===== config.mk =====
export PLATFORM = sky130hd
export DESIGN_NAME = mc8051_opnd_pipe
export DESIGN_NICKNAME = d
export VERILOG_FILES = /design/src/rtl/mc8051_opnd_pipe.sv
export SDC_FILE = /design/constraint.sdc
export NUM_CORES = 1
export LEC_CHECK = 0
export CORE_ASPECT_RATIO = 0.7
export CORE_MARGIN = 2
export CORE_UTILIZATION = 51
export DETAILED_ROUTE_END_ITERATION = 16
export PLACE_DENSITY_LB_ADDON = 0.1
export SLEW_MARGIN = 0
export SYNTH_ARGS = -nofsm -noshare
export SYNTH_HDL_FRONTEND = slang
export SYNTH_SLANG_ARGS = --single-unit

===== constraint.sdc =====
create_clock -name i_clk -period 2.1 [get_ports i_clk]
set_input_delay 0.63 -clock i_clk [delete_from_list [all_inputs] [get_ports i_clk]]
set_output_delay 0.63 -clock i_clk [all_outputs]
set_load 0.005 [all_outputs]

===== src/rtl/mc8051_opnd_pipe.sv =====
// mc8051_opnd_pipe: registered operand/write-data/address select with 1-4 beat address bursts (parity: MC8051_OPND_PARITY_EN).
// Latency: first beat 1 cycle after accept; a new command can be accepted on the final beat, so there are no bubbles.
// Backpressure: i_rdy low freezes every output; o_rdy is high only when idle or when the last beat is being taken.
module mc8051_opnd_pipe #(
  parameter int DW    = 8,
  parameter int AW    = 16,
  parameter int N_SRC = 8,
  localparam int SW   = (N_SRC > 1) ? $clog2(N_SRC) : 1
) (
  input  logic                i_clk,
  input  logic                i_rst_n,
  input  logic [N_SRC*DW-1:0] i_src_bus,
  input  logic [DW-1:0]       i_acc,
  input  logic [1:0]          i_psw_rs,
  input  logic [7:0]          i_instr,
  input  logic [SW-1:0]       i_in0_sel,
  input  logic [1:0]          i_in1_kind,
  input  logic [SW-1:0]       i_in1_sel,
  input  logic [SW-1:0]       i_wd_sel,
  input  logic [2:0]          i_addr_mode,
  input  logic [SW-1:0]       i_a_lo_sel,
  input  logic [SW-1:0]       i_a_hi_sel,
  input  logic [1:0]          i_burst,
  input  logic                i_vld,
  output logic                o_rdy,
  output logic                o_vld,
  input  logic                i_rdy,
  output logic [DW-1:0]       o_alu_in0,
  output logic [DW-1:0]       o_alu_in1,
  output logic [DW-1:0]       o_wdata,
  output logic [AW-1:0]       o_addr,
  output logic                o_last,
  output logic                o_in0_par
);

  typedef enum logic {IDLE = 1'b0, ISSUE = 1'b1} state_t;

  typedef struct packed {
    logic [DW-1:0] in0;
    logic [DW-1:0] in1;
    logic [DW-1:0] wd;
    logic [AW-1:0] addr;
    logic          ext;
  } snap_t;

  state_t          state;
  logic            rdy_en;
  logic [1:0]      cnt;
  logic [1:0]      burst_q;
  logic            ext_q;
  logic            accept;
  logic            beat_adv;
  snap_t           nxt;
  logic [DW-1:0]   in0_src, in1_src, wd_src, a_lo, a_hi;
  logic [7:0]      lo8;
  logic [2*DW-1:0] pair;
  logic [7:0]      addr_lo_inc;
  logic [AW-1:0]   addr_inc;
  logic            unused_instr;

  // Selects beyond N_SRC fall through to zero.
  function automatic logic [DW-1:0] pick(input logic [N_SRC*DW-1:0] bus, input logic [SW-1:0] idx);
    logic [DW-1:0] r;
    r = '0;
    for (int k = 0; k < N_SRC; k++) begin
      if (int'(idx) == k) r = bus[k*DW +: DW];
    end
    return r;
  endfunction

  assign unused_instr = ^i_instr[7:3];

  assign o_rdy    = rdy_en & ((state == IDLE) | (o_vld & i_rdy & o_last));
  assign accept   = i_vld & o_rdy;
  assign beat_adv = o_vld & i_rdy & ~o_last;

  always_comb begin
    in0_src = pick(i_src_bus, i_in0_sel);
    in1_src = pick(i_src_bus, i_in1_sel);
    wd_src  = pick(i_src_bus, i_wd_sel);
    a_lo    = pick(i_src_bus, i_a_lo_sel);
    a_hi    = pick(i_src_bus, i_a_hi_sel);
    lo8     = 8'(a_lo);
    pair    = {a_hi, a_lo};

    nxt     = '0;
    nxt.in0 = in0_src;
    nxt.wd  = wd_src;
    case (i_in1_kind)
      2'd0:    nxt.in1 = in1_src;
      2'd1:    nxt.in1 = DW'(1);
      2'd2:    nxt.in1 = '1;
      default: nxt.in1 = '0;
    endcase

    case (i_addr_mode)
      3'd0:       nxt.addr = AW'({i_psw_rs, i_instr[2:0]});
      3'd1:       nxt.addr = AW'({i_psw_rs, 2'b00, i_instr[0]});
      3'd2, 3'd6: nxt.addr = AW'(lo8);
      3'd3:       nxt.addr = AW'(pair);
      3'd4:       nxt.addr = AW'(pair) + AW'(i_acc);
      // Bit-addressable area: low half maps into 0x20-0x2F, high half onto SFR bases.
      3'd5:       nxt.addr = lo8[7] ? AW'({lo8[7:3], 3'b000})
                                    : AW'(8'h20 + {4'h0, lo8[6:3]});
      default:    nxt.addr = '0;
    endcase
    nxt.ext = (i_addr_mode == 3'd3) | (i_addr_mode == 3'd4);

    // Internal-RAM bursts wrap inside the 256-byte page; external ones span the full space.
    addr_lo_inc = o_addr[7:0] + 8'd1;
    addr_inc    = ext_q ? (o_addr + AW'(1)) : AW'(addr_lo_inc);
  end

  always_ff @(posedge i_clk or negedge i_rst_n) begin
    if (!i_rst_n) begin
      state     <= IDLE;
      rdy_en    <= 1'b0;
      o_vld     <= 1'b0;
      o_alu_in0 <= '0;
      o_alu_in1 <= '0;
      o_wdata   <= '0;
      o_addr    <= '0;
      o_last    <= 1'b0;
      cnt       <= '0;
      burst_q   <= '0;
      ext_q     <= 1'b0;
    end else begin
      rdy_en <= 1'b1;
      if (accept) begin
        state     <= ISSUE;
        o_vld     <= 1'b1;
        o_alu_in0 <= nxt.in0;
        o_alu_in1 <= nxt.in1;
        o_wdata   <= nxt.wd;
        o_addr    <= nxt.addr;
        ext_q     <= nxt.ext;
        burst_q   <= i_burst;
        cnt       <= '0;
        o_last    <= (i_burst == 2'd0);
      end else if (beat_adv) begin
        o_addr <= addr_inc;
        cnt    <= cnt + 2'd1;
        o_last <= ((cnt + 2'd1) == burst_q);
      end else if (o_vld & i_rdy) begin
        state <= IDLE;
        o_vld <= 1'b0;
      end
    end
  end

`ifdef MC8051_OPND_PARITY_EN
  logic par_q;

  always_ff @(posedge i_clk or negedge i_rst_n) begin
    if (!i_rst_n) begin
      par_q <= 1'b0;
    end else if (accept) begin
      par_q <= ^in0_src;
    end
  end

  assign o_in0_par = par_q;
`else
  assign o_in0_par = 1'b0;
`endif

endmodule


==> metrics list <==
* Result of the run: complete, but fails checks
- Failing checks: negative setup slack
* Register share of total power: 25.3%
* Min-Delay Path Class: primary input to async pin
* Setup slack after layout: -1.108 ns
* Cell Chain, Critical Path: buf_12 > nor2b_2 > buf_4 > a21oi_2 > o221ai_2 > a31oi_1 > o21ai_2 > buf_6 > fa_2 > nand3_4 > a21oi_4 > o41ai_4 > buf_4 > and3b_1 > o21ai_1 > o311ai_1
- Worst-path maximum fanout: 7
- Family with the most delay on the worst path: compound AO/OA/AOI/OAI gates
* Endpoint of the worst register-to-register path: o_addr[9]
* Input/output buffers: 145
- The first global-routing pass estimated between 40000 and 50000 µm of wire.
- Average footprint of a synthesized cell: between 7 and 8 µm²
- After detailed routing, the number of vias per cell comes to 6.919.
- Highest clock rate: 0.3117 GHz
- Setup violation total in the final timing report: 17
* Max-slew violation count: 0
- For the pin with the worst max-slew slack, the measured transition is around 0.66 ns.
* First-pass iteration count of the detailed router: 9
- DIE WIDTH: 133.1 µm
- Register-to-Register Path Depth: 6
- Counting I/O delays and the setup requirement, the final critical path takes 3.208 ns.
- The initialized floorplan defines 32 standard-cell rows.
- Counting stages on the worst path, the most repeated cell is buf_4.
- Most common cell in the netlist: nand2_1
* Overall die area: 0.01256 mm²
- The cell sitting at the root of the clock tree is a clkbuf_16.
- Power, Total: 6381 µW
- In the final routed layout, each cell accounts on average for 24.19 µm.
- Design internal power: 3835 µW
- Worst EP required: 2.27 ns
* Worst Clk Skew: approximately 0.0074 ns
- Net switching is 39.89% of the power.
- Total negative slack for setup checks: -15.19 ns
* Element type at the critical path start: primary input
- Flip-flop and latch area: 0.001201 mm²
* Total placed instance area: around 0.009 mm²
- The wire-length estimate of the detail-placed layout is about 21000 µm.
- The worst register-to-register path has a setup slack of 0 ns.
- Peak ir drop on the vdd network: 0.5607 mV
* Logic pwr share: 59.4%
- Multi-input combinational cell area: 0.004803 mm²
- The clock net in this run drives a total of 48 sinks.
- Entering global routing, the biggest net connects around 50 pins.
- Share of cells above drive strength 1: between 30% and 40%
- The number of different library cells used by synthesis comes to slightly below 80.
- Once detail routing completed, the nets flagged for antenna violations numbered 0.
* Post-Syn Nets: slightly below 900
- Biggest area contributors in the synthesized netlist: dfrtp_1 (20%), mux2i_1 (10%), o21ai_0 (7.3%)
* Number of global-route vias before repair: 7789
* Filler instances: approximately 580
* Most area-hungry cell type in the Yosys netlist: dfrtp_1
- Crit path kind: primary input to flip-flop
- After routing the design area is approximately 0.0098 mm².
* Area growth from synthesis to final layout: 65.27%
* IO Pins: 152
* Final-stage net count: 1217
* Total core area: 0.01121 mm²
- The final layout contains routed wiring with a total length of 30240 µm.
- Final Hold Violating Endpoints: 0
* Final Non-Filler Cells: between 1000 and 1500
- The floorplan step set the die height to 94.39 µm.
- Overall routing resource usage: 43.57%
* GPL Wtd Cong: 1.169
- Hold repair after CTS inserted 0 buffers.
- Among all stages on the critical path, the largest delay is contributed by fa_2.
* Share of the clock period used by the worst path: 152.7%
- Including well taps, the total number of placed cells is 1211.
- TritonCTS built the clock tree.
- Starting density of the core: 53.09%
* Residual overflow from global routing: 0
- The mapped netlist covers 0.005952 mm².
- The startpoint identified for the worst register-to-register timing path is o_addr[0].
* Total number of yosys warnings: 0
* Clk slew on worst S/H paths: 0.07 ns
- Static power due to leakage: 0.004464 µW
* Top-area cell type share of the netlist area: 20.18%
- Normalized max-slew margin: 56.30%
* Cts bufs inserted: 5
* # Max-Cap Violations: 0
- Count of flip-flops with a built-in enable after synthesis: 0
- Sum of buffers and inverters on the critical path: 4
* Flip-flop and latch count after synthesis: 48
- The commonest cells after synthesis are nand2_1 (89), o21ai_0 (87), nor2_1 (64).
- Count of unresolved DRC violations after routing: 0
- Clock tree buffer depth: 2
- Number of DRC markers in iteration 0: 1396
- Most used DFF post-synth: dfrtp_1
* Number of antenna violations at the first check in global routing: 1
- After technology mapping, the gate count stands at between 700 and 800.
- STA puts the critical path data arrival time at 3.37 ns.
- For this run, the register share of the synthesized area comes to between 20% and 30%.
* Clock share of power: approximately 15%
* Number of H-tree levels: 2
- The worst setup path is captured at a flip-flop.
- Via count: roughly 8600
- Setup WS pre-CTS: -2.054 ns
- Fraction of registers with async set/reset: between 90% and 100%
* Unrepaired setup endpoints after global routing: true
- Pwr/cell area: 648.7 mW/mm²
- In this run the power spent charging and discharging nets is 2546 µW.
- On the worst path, the slowest cell contributes a delay of 0.39 ns.
- The clock reaches the later pin of the worst-skew pair after 0.30 ns.
power by group through the flow:
stage / clock network (µW) / registers, µW / logic (µW)
2_1_floorplan: 0 / 1590 / 1410
3_3_place_gp: 0 / 1580 / 3220
3_5_place_dp: 0 / 1620 / 3310
4_1_cts: 971 / 1600 / 3470
5_1_grt: 1010 / 1660 / 3970
6_report: 977 / 1620 / 3790
worst reg2reg max path: stages (launching register included):
cell	delay [ns]
dfrtp_1	0.44
nand3_1	0.29
nor3_1	0.48
and3_1	0.25
o21ai_0	0.08
a221oi_1	0.31
o21ai_1	0.11
state kept, by name, indices dropped and copies added (netlist names):
name,cells
state,1
ext_q,1
cnt,2
o_addr,16
burst_q,2
o_alu_in1,8
o_alu_in0,8
o_last,1
rdy_en,1
o_wdata,8
through the flow:
stage	hold WS [ns]	util, %
floorplan	0.3344	-
global placement	0.4600	80.23
detailed placement	0.4688	80.23
CTS	0.4474	84.83
global route	0.4953	87.72
finish	0.4238	87.75
layer usage:
layer / vias to the layer above / wire length, µm / GRT usage (%) / part of all wire, %
li1: 3542 / - / - / -
met1: 3995 / 11090 / 59.55 / 37
met2: 887 / 12510 / 66.88 / 41
met3: 225 / 4863 / 12.67 / 16
met4: 0 / 1764 / 13.92 / 5.8
met5: - / 0 / 0 / 0
logic make-up (layout without fill, tap and decap cells):
logic type               Yosys count  after routing  share of synthesized area, %
multiplexers                      82             82                         16.90
other                              2              3                        0.1262
AND/OR/NAND/NOR                  239            239                         19.32
XOR/XNOR                          16             16                         2.355
flip-flops                        48             48                         20.18
adder cells (fa/ha/maj)           14             14                         3.069
AO/OA/AOI/OAI                    293            293                         32.60
buffers and inverters             67            402                         5.444
final cells by class:
| class | count | share of cell area, % |
|---|---|---|
| inverter | 13 | 0.5088 |
| multi-input combinational | 646 | 48.83 |
| sequential | 48 | 12.21 |
| tap | 153 | 1.946 |
| clock inverter | 3 | 0.4706 |
| antenna | 1 | 0.02544 |
| timing repair buffer | 381 | 34.74 |
| clock buffer | 5 | 1.272 |
how the worst max path moves through the flow:
stage / start / to / cells past startpoint
floorplan: i_a_lo_sel[1] / o_addr[14] / 15
global placement: i_a_lo_sel[1] / o_addr[15] / 15
detailed placement: i_a_lo_sel[1] / o_addr[15] / 15
CTS: i_a_lo_sel[1] / o_addr[8] / 15
global route: i_a_lo_sel[1] / o_addr[8] / 15
finish: i_a_lo_sel[1] / o_addr[8] / 16
repair_timing:
item,4_1_cts,5_1_grt
setup endpoints to repair,36,32
gates cloned,1,1
buffers inserted,19,13
pin swaps,43,55
gates resized for setup,114,73
layout by cell type, fill, tap and decap left out, drive strengths merged, types with 6 or more instances in the layout:
cell type and n:
nor2b 21, dlymetal6s2s 13, nand2b 12, mux2 6, nand3b 6, a22oi 14
nand2 90, a222oi 12, nor2 64, mux2i 64, ha 13, xnor2 9
clkdlybuf4s50 97, o21a 11, o211ai 9, a31oi 14, o22ai 14, o221ai 15
clkbuf 12, a21oi 55, o21ai 92, buf 240, inv 13, xor2 7
nand3 15, dfrtp 48, nor3 8, mux4 12, a21o 20, dlygate4sd2 22
(Power assumes the default switching activity.)
